**config.mk**
```make
export PLATFORM = sky130hd
export DESIGN_NAME = interrupt_controller_flat
export DESIGN_NICKNAME = d
export VERILOG_FILES = /design/src/rtl/interrupt_controller_pkg.sv /design/src/rtl/interrupt_controller_if.sv /design/src/rtl/interrupt_controller_priority_encoder.sv /design/src/rtl/interrupt_controller.sv /design/src/flat_wrapper.sv
export SDC_FILE = /design/constraint.sdc
export NUM_CORES = 1
export LEC_CHECK = 0
export CAP_MARGIN = 30
export CORE_ASPECT_RATIO = 0.7
export CORE_MARGIN = 2
export CORE_UTILIZATION = 30
export DETAILED_ROUTE_END_ITERATION = 7
export HOLD_SLACK_MARGIN = 0.12
export MAX_ROUTING_LAYER = met4
export PLACE_DENSITY = 0.81
export SYNTH_ARGS = -nofsm -noshare
export SYNTH_HDL_FRONTEND = slang
export SYNTH_SLANG_ARGS = --single-unit
```
**constraint.sdc**
```tcl
create_clock -name clk -period 2.2 [get_ports clk]
set_input_delay 0.22 -clock clk [delete_from_list [all_inputs] [get_ports clk]]
set_output_delay 0.22 -clock clk [all_outputs]
set_load 0.02 [all_outputs]
```
**src/rtl/interrupt_controller_pkg.sv**
```systemverilog
// Shared types for the interrupt controller: privilege levels, cause codes,
// arbitration FSM states, reserved-bit mask and fixed priority order.
package RvTypes;

  localparam int unsigned INTR_CODE_WIDTH = 5;
  localparam int unsigned PRIV_WIDTH      = 2;
  localparam int unsigned STD_PRIO_COUNT  = 9;

  typedef logic [INTR_CODE_WIDTH-1:0] intr_code_t;

  typedef enum logic [PRIV_WIDTH-1:0] {
    Privilege_User       = 2'd0,
    Privilege_Supervisor = 2'd1,
    Privilege_Machine    = 2'd3
  } Privilege;

  typedef enum logic [INTR_CODE_WIDTH-1:0] {
    InterruptCode_UserSoftware       = 5'd0,
    InterruptCode_SupervisorSoftware = 5'd1,
    InterruptCode_MachineSoftware    = 5'd3,
    InterruptCode_UserTimer          = 5'd4,
    InterruptCode_SupervisorTimer    = 5'd5,
    InterruptCode_MachineTimer       = 5'd7,
    InterruptCode_UserExternal       = 5'd8,
    InterruptCode_SupervisorExternal = 5'd9,
    InterruptCode_MachineExternal    = 5'd11
  } InterruptCode;

  typedef enum logic [1:0] {
    IDLE = 2'd0,
    REQ  = 2'd1,
    HOLD = 2'd2
  } InterruptState;

  // Cause codes 2, 6, 10 and 12..15 never exist as pending sources.
  localparam logic [31:0] RESERVED_MASK = 32'h0000_F444;

  // Standard sources by rank, rank 0 being the highest priority.
  function automatic intr_code_t std_prio_code(input int rank);
    case (rank)
      0:       return InterruptCode_MachineExternal;
      1:       return InterruptCode_MachineSoftware;
      2:       return InterruptCode_MachineTimer;
      3:       return InterruptCode_SupervisorExternal;
      4:       return InterruptCode_SupervisorSoftware;
      5:       return InterruptCode_SupervisorTimer;
      6:       return InterruptCode_UserExternal;
      7:       return InterruptCode_UserSoftware;
      8:       return InterruptCode_UserTimer;
      default: return InterruptCode_UserSoftware;
    endcase
  endfunction

endpackage

```
**src/rtl/interrupt_controller_if.sv**
```systemverilog
// Trap request handshake between the interrupt controller (master) and the
// pipeline (slave).
interface interrupt_controller_if;
  import RvTypes::*;

  logic       reqOut;
  intr_code_t codeOut;
  Privilege   targetPrivOut;
  logic       ackIn;
  logic       cancelIn;

  modport master (output reqOut, codeOut, targetPrivOut, input ackIn, cancelIn);
  modport slave  (input reqOut, codeOut, targetPrivOut, output ackIn, cancelIn);
endinterface

```
**src/rtl/interrupt_controller_priority_encoder.sv**
```systemverilog
// Combinational winner selection: any Machine-target source beats any
// Supervisor-target source; within a target the standard order applies,
// then local interrupts with the lowest code first.
module interrupt_priority_encoder
  import RvTypes::*;
#(
  parameter int unsigned LOCAL_COUNT = 4
) (
  input  logic [15+LOCAL_COUNT:0] i_elig_m,
  input  logic [15+LOCAL_COUNT:0] i_elig_s,
  output logic                    o_valid_c,
  output intr_code_t              o_code_c,
  output Privilege                o_target_c
);

  localparam int unsigned N = 16 + LOCAL_COUNT;

  logic [31:0]                w_m;
  logic [31:0]                w_s;
  logic [INTR_CODE_WIDTH:0]   w_pick_m;
  logic [INTR_CODE_WIDTH:0]   w_pick_s;

  assign w_m = 32'(i_elig_m);
  assign w_s = 32'(i_elig_s);

  // Scan lowest priority first so the highest-priority hit overwrites last.
  function automatic logic [INTR_CODE_WIDTH:0] pick(input logic [31:0] vec);
    logic [INTR_CODE_WIDTH:0] res;
    res = '0;
    for (int i = int'(N) - 1; i >= 16; i--) begin
      if (vec[INTR_CODE_WIDTH'(i)]) res = {1'b1, INTR_CODE_WIDTH'(i)};
    end
    for (int r = int'(STD_PRIO_COUNT) - 1; r >= 0; r--) begin
      if (vec[std_prio_code(r)]) res = {1'b1, std_prio_code(r)};
    end
    return res;
  endfunction

  // Per-target pick, then Machine over Supervisor.
  always_comb begin
    w_pick_m   = pick(w_m);
    w_pick_s   = pick(w_s);
    o_valid_c  = w_pick_m[INTR_CODE_WIDTH] | w_pick_s[INTR_CODE_WIDTH];
    o_code_c   = w_pick_m[INTR_CODE_WIDTH] ? w_pick_m[INTR_CODE_WIDTH-1:0]
                                           : w_pick_s[INTR_CODE_WIDTH-1:0];
    o_target_c = Privilege_Machine;
    if (!w_pick_m[INTR_CODE_WIDTH] && w_pick_s[INTR_CODE_WIDTH]) begin
      o_target_c = Privilege_Supervisor;
    end
  end

endmodule

```
**src/rtl/interrupt_controller.sv**
```systemverilog
// Interrupt controller: samples interrupt lines into a registered mip view,
// keeps edge latches, checks eligibility per target privilege and presents
// one stable trap request at a time.
// Optional build macro RAFI_INTR_SYNC_EN: irqIn passes through a 2-flop
// synchronizer, adding one cycle of latency.
module interrupt_controller
  import RvTypes::*;
#(
  parameter int unsigned            LOCAL_COUNT = 4,
  parameter logic [15+LOCAL_COUNT:0] EDGE_MASK   = '0
) (
  input  logic                      clk,
  input  logic                      rstIn,
  input  logic [15+LOCAL_COUNT:0]   irqIn,
  input  logic [15+LOCAL_COUNT:0]   swPendingIn,
  input  logic [15+LOCAL_COUNT:0]   enableIn,
  input  logic [15+LOCAL_COUNT:0]   delegateIn,
  input  logic                      mstatusMieIn,
  input  logic                      mstatusSieIn,
  input  logic [PRIV_WIDTH-1:0]     privilegeIn,
  interrupt_controller_if.master    trap,
  output logic [15+LOCAL_COUNT:0]   pendingOut
);

  localparam int unsigned N = 16 + LOCAL_COUNT;

  logic [N-1:0]  w_irq;
  logic [N-1:0]  w_rise;
  logic [N-1:0]  w_clr;
  logic [N-1:0]  w_latch_nxt;
  logic [N-1:0]  w_pend_nxt;
  logic [N-1:0]  w_valid_mask;
  logic [N-1:0]  w_elig_m;
  logic [N-1:0]  w_elig_s;
  logic          w_m_ok;
  logic          w_s_ok;
  logic          w_ack_take;
  logic          w_enc_valid;
  intr_code_t    w_enc_code;
  Privilege      w_enc_target;

  logic [N-1:0]  r_sample;
  logic [N-1:0]  r_latch;
  logic [N-1:0]  r_pending;

  InterruptState r_state;
  InterruptState w_state_nxt;
  logic          r_req;
  logic          w_req_nxt;
  intr_code_t    r_code;
  intr_code_t    w_code_nxt;
  Privilege      r_target;
  Privilege      w_target_nxt;

`ifdef RAFI_INTR_SYNC_EN
  logic [N-1:0]  r_sync1;

  // Two-flop synchronizer; the second flop doubles as the edge-detect history.
  always_ff @(posedge clk or negedge rstIn) begin
    if (!rstIn) begin
      r_sync1  <= '0;
      r_sample <= '0;
    end else begin
      r_sync1  <= irqIn;
      r_sample <= r_sync1;
    end
  end

  assign w_irq = r_sync1;
`else
  // Previous sample of the lines for edge detection.
  always_ff @(posedge clk or negedge rstIn) begin
    if (!rstIn) r_sample <= '0;
    else        r_sample <= irqIn;
  end

  assign w_irq = irqIn;
`endif

  // An accepted (not cancelled) trap clears the edge latch of its own cause.
  assign w_ack_take   = (r_state == REQ) & trap.ackIn & ~trap.cancelIn;
  assign w_clr        = w_ack_take ? N'(32'd1 << r_code) : '0;
  assign w_rise       = w_irq & ~r_sample & EDGE_MASK;
  assign w_latch_nxt  = ((r_latch & ~w_clr) | w_rise) & EDGE_MASK;
  assign w_valid_mask = ~N'(RESERVED_MASK);
  assign w_pend_nxt   = ((EDGE_MASK & w_latch_nxt) | (~EDGE_MASK & w_irq) | swPendingIn)
                        & w_valid_mask;

  // Edge latches and the registered mip view.
  always_ff @(posedge clk or negedge rstIn) begin
    if (!rstIn) begin
      r_latch   <= '0;
      r_pending <= '0;
    end else begin
      r_latch   <= w_latch_nxt;
      r_pending <= w_pend_nxt;
    end
  end

  // Global enables for each target privilege.
  assign w_m_ok   = (privilegeIn != Privilege_Machine) | mstatusMieIn;
  assign w_s_ok   = (privilegeIn == Privilege_User)
                  | ((privilegeIn == Privilege_Supervisor) & mstatusSieIn);
  assign w_elig_m = r_pending & enableIn & ~delegateIn & {N{w_m_ok}};
  assign w_elig_s = r_pending & enableIn &  delegateIn & {N{w_s_ok}};

  interrupt_priority_encoder #(
    .LOCAL_COUNT (LOCAL_COUNT)
  ) u_prio (
    .i_elig_m   (w_elig_m),
    .i_elig_s   (w_elig_s),
    .o_valid_c  (w_enc_valid),
    .o_code_c   (w_enc_code),
    .o_target_c (w_enc_target)
  );

  // FSM state and registered request outputs.
  always_ff @(posedge clk or negedge rstIn) begin
    if (!rstIn) begin
      r_state  <= IDLE;
      r_req    <= 1'b0;
      r_code   <= '0;
      r_target <= Privilege_Machine;
    end else begin
      r_state  <= w_state_nxt;
      r_req    <= w_req_nxt;
      r_code   <= w_code_nxt;
      r_target <= w_target_nxt;
    end
  end

  // Next state: latch the winner once, hold it until ack/cancel, then one
  // settle cycle before arbitrating again.
  always_comb begin
    w_state_nxt  = r_state;
    w_req_nxt    = r_req;
    w_code_nxt   = r_code;
    w_target_nxt = r_target;
    unique case (r_state)
      IDLE: begin
        if (w_enc_valid) begin
          w_state_nxt  = REQ;
          w_req_nxt    = 1'b1;
          w_code_nxt   = w_enc_code;
          w_target_nxt = w_enc_target;
        end
      end
      REQ: begin
        if (trap.ackIn || trap.cancelIn) begin
          w_state_nxt = HOLD;
          w_req_nxt   = 1'b0;
        end
      end
      HOLD: begin
        w_state_nxt = IDLE;
      end
      default: begin
        w_state_nxt = IDLE;
        w_req_nxt   = 1'b0;
      end
    endcase
  end

  assign trap.reqOut        = r_req;
  assign trap.codeOut       = r_code;
  assign trap.targetPrivOut = r_target;
  assign pendingOut         = r_pending;

endmodule
```
**src/flat_wrapper.sv**
```systemverilog
// flat-port wrapper written by rule: the top's interface ports become plain ports
module interrupt_controller_flat import RvTypes::*;
#(
  parameter int unsigned            LOCAL_COUNT = 4,
  parameter logic [15+LOCAL_COUNT:0] EDGE_MASK   = '0
)
  (clk, rstIn, irqIn, swPendingIn, enableIn, delegateIn, mstatusMieIn, mstatusSieIn, privilegeIn, pendingOut, trap_reqOut, trap_codeOut, trap_targetPrivOut, trap_ackIn, trap_cancelIn);
  interrupt_controller_if trap_i ();
  input  logic clk;
  input  logic rstIn;
  input  logic [15+LOCAL_COUNT:0] irqIn;
  input  logic [15+LOCAL_COUNT:0] swPendingIn;
  input  logic [15+LOCAL_COUNT:0] enableIn;
  input  logic [15+LOCAL_COUNT:0] delegateIn;
  input  logic mstatusMieIn;
  input  logic mstatusSieIn;
  input  logic [PRIV_WIDTH-1:0] privilegeIn;
  output logic [15+LOCAL_COUNT:0] pendingOut;
  output wire logic [$bits(trap_i.reqOut)-1:0] trap_reqOut;
  output wire logic [$bits(trap_i.codeOut)-1:0] trap_codeOut;
  output wire logic [$bits(trap_i.targetPrivOut)-1:0] trap_targetPrivOut;
  input wire logic [$bits(trap_i.ackIn)-1:0] trap_ackIn;
  input wire logic [$bits(trap_i.cancelIn)-1:0] trap_cancelIn;
  assign trap_reqOut = trap_i.reqOut;
  assign trap_codeOut = trap_i.codeOut;
  assign trap_targetPrivOut = trap_i.targetPrivOut;
  assign trap_i.ackIn = trap_ackIn;
  assign trap_i.cancelIn = trap_cancelIn;
  interrupt_controller #(.LOCAL_COUNT(LOCAL_COUNT), .EDGE_MASK(EDGE_MASK)) u_core (.clk(clk), .rstIn(rstIn), .irqIn(irqIn), .swPendingIn(swPendingIn), .enableIn(enableIn), .delegateIn(delegateIn), .mstatusMieIn(mstatusMieIn), .mstatusSieIn(mstatusSieIn), .privilegeIn(privilegeIn), .trap(trap_i), .pendingOut(pendingOut));
endmodule
```
# After elaboration in Yosys (flattened, before gate mapping)
# Index checks and enable logic that the tools add are counted.
[totals]
latchBits = 0
regBits = 23
n_memories = 0
out_inout_bits = 28
rom_bits = 0
elab_cells = 57
mem_bits_rw = 0
[classes]
shifts = 0
n_reduce_logical = 8
n_eq_ne = 6
muxes = 26
add_sub_neg = 0
n_div = 0
order_cmp = 0
bitwise_logic = 12
multipliers = 0
[ops]
columns = ["op", "n"]
rows = [
  ["two-way mux 6 bit", 18],
  ["bitwise AND 12 bit", 5],
  ["bitwise OR 20 bit", 1],
  ["inverter 12 bit", 1],
  ["two-way mux 2 bit", 3],
  ["inequality test 2 bit, second input constant", 3],
  ["two-way mux 5 bit", 1],
  ["== test 2 x 1 -> 1 bit, second input constant", 2],
  ["logical NOT 2 bit", 2],
  ["case mux 2 bit (2 select lines)", 1],
  ["AND reduction 2 bit", 2],
  ["bitwise OR 1 bit", 3],
  ["case mux 1 bit (3 select lines)", 1],
  ["AND reduction 3 bit", 1],
  ["== test 2 bit, second input constant", 1],
  ["two-way mux 1 bit", 2],
  ["bitwise AND 1 bit", 1],
  ["logical AND 1 bit", 1],
  ["logical NOT 1 bit", 1],
  ["logical OR 1 bit", 1],
  ["inverter 1 bit", 1],
]

# Depth between registers and ports, before layout
# Gate-level depths: netlist of the first run.
[logic_depth]
ltp_word = 16
ltp_mapped = 8
depth_no_buf = 6

# Cells and area by module
# A second synthesis of the first run with hierarchy kept.
[unflattened]
hier_cells = 140
hier_area_um2 = 1371.3
[modules_own_cells]
columns = ["module", "cells_per_inst", "area_each_um2", "instances"]
rows = [
  ["interrupt_controller", 105, 1109.8, 1],
  ["interrupt_priority_encoder", 35, 261.5, 1],
]

# Worst setup path after synthesis of the first run
# No wires, ideal clock.
[synth_path]
path_kind = "reg-to-reg"
from = "register u_core.r_pending[3], in the netlist u_core.pendingOut[3]"
to = "register u_core.r_code[0], in the netlist u_core.trap.codeOut[0]"
setup_slack_ns = 0.237
path_buffers = 0
arrival_time_ns = 1.839
stages_incl_launch_ff = 7
setup_time_ns = 0.125
path_cell_list = "dfrtp_1 -> nand3_1 -> a211oi_1 -> nor3_1 -> a21boi_2 -> a211oi_4 -> mux2_2"
[synth_via]
elab_chain_cells = 7
[synth_lines]
columns = ["item", "line_no", "text"]
rows = [
  ["from (decl)", "interrupt_controller.sv:44", "logic [N-1:0] r_pending;"],
  ["from (signal assigned)", "interrupt_controller.sv:96", "r_pending <= w_pend_nxt;"],
  ["bitwise AND 12 bit *", "interrupt_controller.sv:104, interrupt_controller.sv:105", ""],
  ["bitwise AND 12 bit (on tied branches) (2 in a row)", "interrupt_controller.sv:104, interrupt_controller.sv:105", ""],
  ["two-way mux 6 bit (2 in a row)", "interrupt_controller_priority_encoder.sv:34", "if (vec[std_prio_code(r)]) res = {1'b1, std_prio_code(r)};"],
  ["bitwise OR 1 bit", "interrupt_controller_priority_encoder.sv:43", "o_valid_c = w_pick_m[INTR_CODE_WIDTH] | w_pick_s[INTR_CODE_WIDTH];"],
  ["AND reduction 2 bit (no line)", "-", ""],
  ["to (signal assigned)", "interrupt_controller.sv:127", "r_code <= w_code_nxt;"],
  ["to (decl)", "interrupt_controller.sv:50", "intr_code_t r_code;"],
]
# Every way passes the cells marked *; elsewhere a longest branch is shown, timed or not.
# A chain may end at the register's enable or synchronous reset.

# Worst setup path in the final report of the first run
[layout_path]
from = "input port privilegeIn[0]"
to = "register u_core.r_code[1], in the netlist u_core.trap.codeOut[1]"
[layout_via]
elab_chain_cells = 14
[layout_lines]
columns = ["item", "line_no", "text"]
rows = [
  ["from (decl)", "flat_wrapper.sv:17", "input logic [PRIV_WIDTH-1:0] privilegeIn;"],
  ["== test 2 x 1 -> 1 bit", "interrupt_controller.sv:103", "| ((privilegeIn == Privilege_Supervisor) & mstatusSieIn);"],
  ["bitwise AND 1 bit", "interrupt_controller.sv:103", ""],
  ["bitwise OR 1 bit", "interrupt_controller.sv:103", ""],
  ["bitwise AND 12 bit", "interrupt_controller.sv:105", "assign w_elig_s = r_pending & enableIn & delegateIn & {N{w_s_ok}};"],
  ["two-way mux 6 bit (8 in a row)", "interrupt_controller_priority_encoder.sv:34", ""],
  ["bitwise OR 1 bit", "interrupt_controller_priority_encoder.sv:43", ""],
  ["AND reduction 2 bit (no line)", "-", ""],
]
# Parallel ways exist; a longest one is shown, timed or not.

==> impl_metrics.tcl, run 1 <==
set metrics [dict create \
    status "completed" \
    core_mm2 0.00392 \
    antenna_found_initial 0 \
    fin_nets 298 \
    critPathArrivalTime_ps 2160 \
    drt-initial-drc-count 51 \
    rr_startpoint "u_core.pendingOut[3]$_DFF_PN0_" \
    start_util_pct 31.2 \
    layout-drive-gt1-share_pct 26.3 \
    leakagePower_uw 0.000861 \
    drt-pass1-iter-count 4 \
    p_per_area_mw_per_mm2 651 \
    hold_viol 0 \
    syn-cell-area_mm2 0.00122 \
    postSynthCellCount 121 \
    synth.avg_cell_area_um2 10.1 \
    finalCriticalPeriod_ps 2010 \
    portBuffers 70 \
    hold_ws_ps 289 \
    r2r_cells 6 \
    required_ps 2350 \
    cp-startpoint "privilegeIn[0]" \
    path_class "input port to register" \
    grt_overflow 0 \
    rows 19 \
    cts_sinks 21 \
    die_h_um 57.5 \
    antenna_left 0 \
    drc 0 \
    cts_setup_buffers 0 \
    routedWlPerCell_um 12.1 \
    synth_most_common_cell "dfrtp_1" \
    cts_tree "yes" \
    cts-hold-fix-buffers 0 \
    async_flop_share_pct 100 \
    place_congestion 0.894 \
    rsz0062_at_grt "false" \
    fin_skew_ps 2.73 \
    critical_path.endpoint "u_core.trap.codeOut[1]$_DFFE_PN0P_" \
    cts.clk_slew.worst_paths_ps 80 \
    synthFlopType "dfrtp_1" \
    maxClockFrequency_mhz 499 \
    cts_max_level 1 \
    yosysUniqueCellTypes 40 \
    r2r_slack_ps 260 \
    worstHoldPathType "input port to async pin" \
    diodes 0 \
    die_area_mm2 0.00462 \
    start_kind "input port" \
    io_pins 116 \
    ir_drop_mv 0.433 \
    finalSetupViolCount 0 \
    crit_path_end_kind "register" \
    ys_ff_latch 21 \
    wl_um 3170 \
    fin_cells 261 \
    syn2layout_area_growth_pct 73.3 \
    cts_buffers 3 \
    synth_top_area_share_pct 40.9 \
    vias 1231 \
    viasPerCell 4.72 \
    cap_violations 0 \
    synthTopCellsByArea "dfrtp_1 (41%), or2_2 (7.2%), buf_4 (5.5%)" \
    dpl.cell_count 257 \
    grt_max_degree 22 \
    synthTopCellsByCount "dfrtp_1 (20), or2_2 (14), buf_4 (9), nor2_1 (9), nand3_1 (7)" \
    dp_hpwl_um 2680 \
    path_max_fanout 6 \
    seq_area_frac_synth_pct 43.0 \
    grt_pass1_wl_um 5090 \
    globalRouteTotalUtil_pct 14.9 \
    fin_util_pct 54.1 \
    period_share_pct 91.2 \
    setup_tns_ps 0 \
    clk_path_buf_depth 2 \
    clock_latency_ps 260 \
    die_width_um 80.4 \
    yosysTopAreaCell "dfrtp_1" \
    yosysWarnings 0 \
    reg2reg_to "u_core.trap.codeOut[1]$_DFFE_PN0P_" \
    cts-root-buf "clkbuf_8" \
    drv_slew 0 \
    synth_edf_count 0 \
    grt_pass1_vias 1182 \
]
[area by class of cell]
cell class | instances | area (um2)
Clock buffer | 3 | 41.3
Inverter | 1 | 3.75
Timing Repair Buffer | 89 | 843
Sequential cell | 21 | 527
Fill cell | 370 | 1800
Tap cell | 52 | 65.1
Multi-Input combinational cell | 94 | 636
Clock inverter | 1 | 7.51
[worst min-delay path by stage]
stage / from / slack [ps] / to / cells after the start
2_1_floorplan: rstIn / -80 / u_core.pendingOut[0]$_DFF_PN0_ / 0
3_3_place_gp: u_core.trap.targetPrivOut[1]$_DFFE_PN1P_ / 470 / u_core.trap.targetPrivOut[1]$_DFFE_PN1P_ / 2
3_5_place_dp: u_core.trap.targetPrivOut[1]$_DFFE_PN1P_ / 480 / u_core.trap.targetPrivOut[1]$_DFFE_PN1P_ / 2
4_1_cts: rstIn / 300 / u_core.pendingOut[1]$_DFF_PN0_ / 2
5_1_grt: rstIn / 320 / u_core.pendingOut[1]$_DFF_PN0_ / 2
6_report: rstIn / 290 / u_core.pendingOut[1]$_DFF_PN0_ / 2
[cell usage in the layout, fill, tap and decap left out, types with 3 or more instances in the layout]
master / netlist / final
nand3_1: 7 / 7
or2_2: 14 / 14
nand2_1: 3 / 3
buf_4: 9 / 19
dfrtp_1: 20 / 20
clkdlybuf4s50_1: 0 / 70
o21ai_0: 5 / 5
clkbuf_8: 0 / 3
conb_1: 2 / 9
nor3_1: 4 / 4
nand3b_1: 5 / 5
nand2b_1: 3 / 3
mux2_2: 4 / 4
nor2_1: 9 / 9
o31ai_1: 4 / 4
[through the flow]
stage               power, uW  setup slack [ps]  cell area (um2)
finish                   1380               194             2120
global route             1470              75.1             2120
CTS                      1410               108             2110
detailed placement       1140              -152             2070
global placement         1120              -121             2070
floorplan                 851               237             1250
[routing by layer]
layer | part of all wire (%) | vias to the layer above | global-route usage (%)
met1 | 41 | 574 | 17.5
met2 | 47 | 60 | 24.6
met4 | 0.69 | 0 | 2.91
met3 | 11 | 4 | 5.85
li1 | - | 593 | -
met5 | 0 | - | -
[sequential cells by signal, summed over array words and instances (netlist names)]
name,cells
u_core.pendingOut,13
u_core.r_state,2
u_core.trap.codeOut,4
u_core.trap.reqOut,1
u_core.trap.targetPrivOut,1
[critical path: stages]
cell	delay, ps
clkdlybuf4s50_1	410
nor2b_2	200
nor3_1	280
nor3_1	110
a21boi_2	190
a211oi_4	350
mux2_2	380
[power breakdown]
group / internal [uW] / total, uW / switching (uW) / leakage, uW
clock: 128 / 259 / 131 / 0.0000217
sequential: 471 / 535 / 63.8 / 0.000228
combinational: 339 / 588 / 249 / 0.000612
[timing repair]
action                                  CTS  global route
hold endpoints to repair                  0             0
endpoints found under the setup margin    0             4
resized for setup                         0             3
[cell families after synthesis]
group	Yosys count	share of synthesized area (%)
multiplexers	4	3.68
flip-flops	21	43.0
AO/OA/AOI/OAI	26	17.0
buffers and inverters	13	7.97
other	2	0.613
AND/OR/NAND/NOR	55	27.8
Power figures use the tool's default switching activity.
==> inputs of run 2 (changes only) <==
Settings changed: CORE_UTILIZATION 30 to 31, CTS_BUF_LIST set to sky130_fd_sc_hd__clkbuf_4, PLACE_DENSITY 0.81 to 0.83.
==> run 2 against run 1 <==
Effect of this change: sequential share of layout area rose by 0.72 points; die area fell by 3.0%; clock-buffer cell count rose by 1; register-to-register slack got worse by 40 ps; critical path type unchanged.
==> impl_metrics.tcl, run 2 (same netlist as run 1, synthesis figures left out) <==
set metrics [dict create \
    status "completed" \
    cts_max_level 1 \
    fin_skew_ps 10.8 \
    core_mm2 0.00385 \
    grt_pass1_wl_um 5110 \
    fin_nets 293 \
    setup_tns_ps 0 \
    wl_um 3140 \
    rsz0062_at_grt "false" \
    drt-pass1-iter-count 4 \
    cts_sinks 21 \
    place_congestion 0.868 \
    drc 0 \
    period_share_pct 94.5 \
    layout-drive-gt1-share_pct 23.5 \
    crit_path_end_kind "register" \
    cts-root-buf "clkbuf_4" \
    portBuffers 70 \
    path_class "input port to register" \
    dp_hpwl_um 2600 \
    worstHoldPathType "input port to async pin" \
    grt_overflow 0 \
    p_per_area_mw_per_mm2 639 \
    grt_use_met2_pct 22.6 \
    die_width_um 79.1 \
    cap_violations 0 \
    max_stage_delay_ps 460 \
    largest_register_ffs 13 \
    grt.busiest_layer "met2" \
    crit_slowest_cell "clkdlybuf4s50_1" \
    routedWlPerCell_um 12.2 \
    critPathArrivalTime_ps 2270 \
    postCtsResizedCells 0 \
    cts_setup_buffers 0 \
    clk_path_buf_depth 2 \
    maxClockFrequency_mhz 481 \
    cts_buffers 3 \
    path_max_fanout 10 \
    cp-startpoint "mstatusMieIn" \
    start_kind "input port" \
    cts_tree "yes" \
    required_ps 2390 \
    grt_pass1_vias 1146 \
    die_area_mm2 0.00448 \
    antenna_left 0 \
    rr_startpoint "u_core.pendingOut[5]$_DFF_PN0_" \
    dpl_cell_area_mm2 0.00203 \
    place_ws_ps -178 \
    total_power_uw 1320 \
    antenna_found_initial 0 \
    diodes 0 \
    die_h_um 56.6 \
    crit_chain "clkdlybuf4s50_1, and3b_1, nor3_2, nor4_2, nor2b_4, a211oi_4, mux2_2" \
    vias 1168 \
    finalCriticalPeriod_ps 2080 \
    cts.clk_slew.worst_paths_ps 120 \
    dpl.cell_count 252 \
    syn2layout_area_growth_pct 68.4 \
    ir_drop_mv 0.463 \
    grt_max_degree 22 \
    finalSetupViolCount 0 \
    io_pins 116 \
    worst_slack_ps 120 \
    rows 19 \
    leakagePower_uw 0.000833 \
    cts-hold-fix-buffers 0 \
    met1_usage_pct 20.1 \
    clock_latency_ps 310 \
    final_cell_mix "clkdlybuf4s50_1 (70), dfrtp_1 (20), or2_2 (14), buf_4 (14)" \
    met3_usage_pct 5.47 \
    fin_cells 256 \
    hold_viol 0 \
    start_util_pct 31.8 \
    r2r_cells 6 \
    globalRouteTotalUtil_pct 15.2 \
    layout_commonest_cell "clkdlybuf4s50_1" \
    final_cell_area_mm2 0.00206 \
    drv_slew 0 \
    viasPerCell 4.56 \
    drt-initial-drc-count 67 \
]
-- run 2: cell count changes in the layout (fill, tap and decap cells not counted) --
cell        change
buf_4           -5
clkbuf_4        +4
clkbuf_8        -3
and3b_1         +1
and3b_2         -1
clkinvlp_4      -1
nor2b_1         +1
nor2b_2         -1
-- run 2: path summary, 6_finish.rpt --
kind / slack (ps) / endpoint
worst max register to register: 220 / u_core.trap.codeOut[3]$_DFFE_PN0P_
worst min register to register: 500 / u_core.trap.targetPrivOut[1]$_DFFE_PN1P_
worst max-delay path: 120 / u_core.trap.codeOut[3]$_DFFE_PN0P_
worst min-delay path: 240 / u_core.pendingOut[9]$_DFF_PN0_
min in group clk: 470 / u_core.pendingOut[7]$_DFF_PN0_
max in group asynchronous: 1690 / u_core.trap.targetPrivOut[1]$_DFFE_PN1P_
-- run 2: per-stage QoR --
step | hold slack [ps] | utilization (%)
finish | 238 | 53.6
floorplan | -75.6 | -
global route | 250 | 53.6
global placement | 471 | 52.7
CTS | 240 | 53.4
detailed placement | 475 | 52.7
-- run 2: layer usage --
layer	share of wire [%]	up-vias	routed length (um)
met5	0	-	0
met4	0.57	0	18
met3	8.9	2	280
met2	44	59	1390
met1	46	525	1450
li1	-	582	-
-- run 2: layout make-up --
cell class / instances / area, um2
repair buffers: 84 / 806
flip-flops and latches: 21 / 527
multi-input cells: 94 / 632
clock buffers: 4 / 30.0
well taps: 52 / 65.1
fillers: 358 / 1790
inverters: 1 / 3.75
-- run 2: worst max-delay path: cells and delay by family --
family / cells / cell delay (ps)
and+or+nand+nor: 4 / 830
buffers and inverters: 1 / 460
AOI/OAI and AO/OA: 1 / 380
muxes: 1 / 380
-- run 2: power breakdown --
part	total, uW	leakage (uW)	switching, uW	internal [uW]
clock	198	0.0000184	115	83.1
combinational	584	0.000587	249	334
sequential	536	0.000228	65.3	471
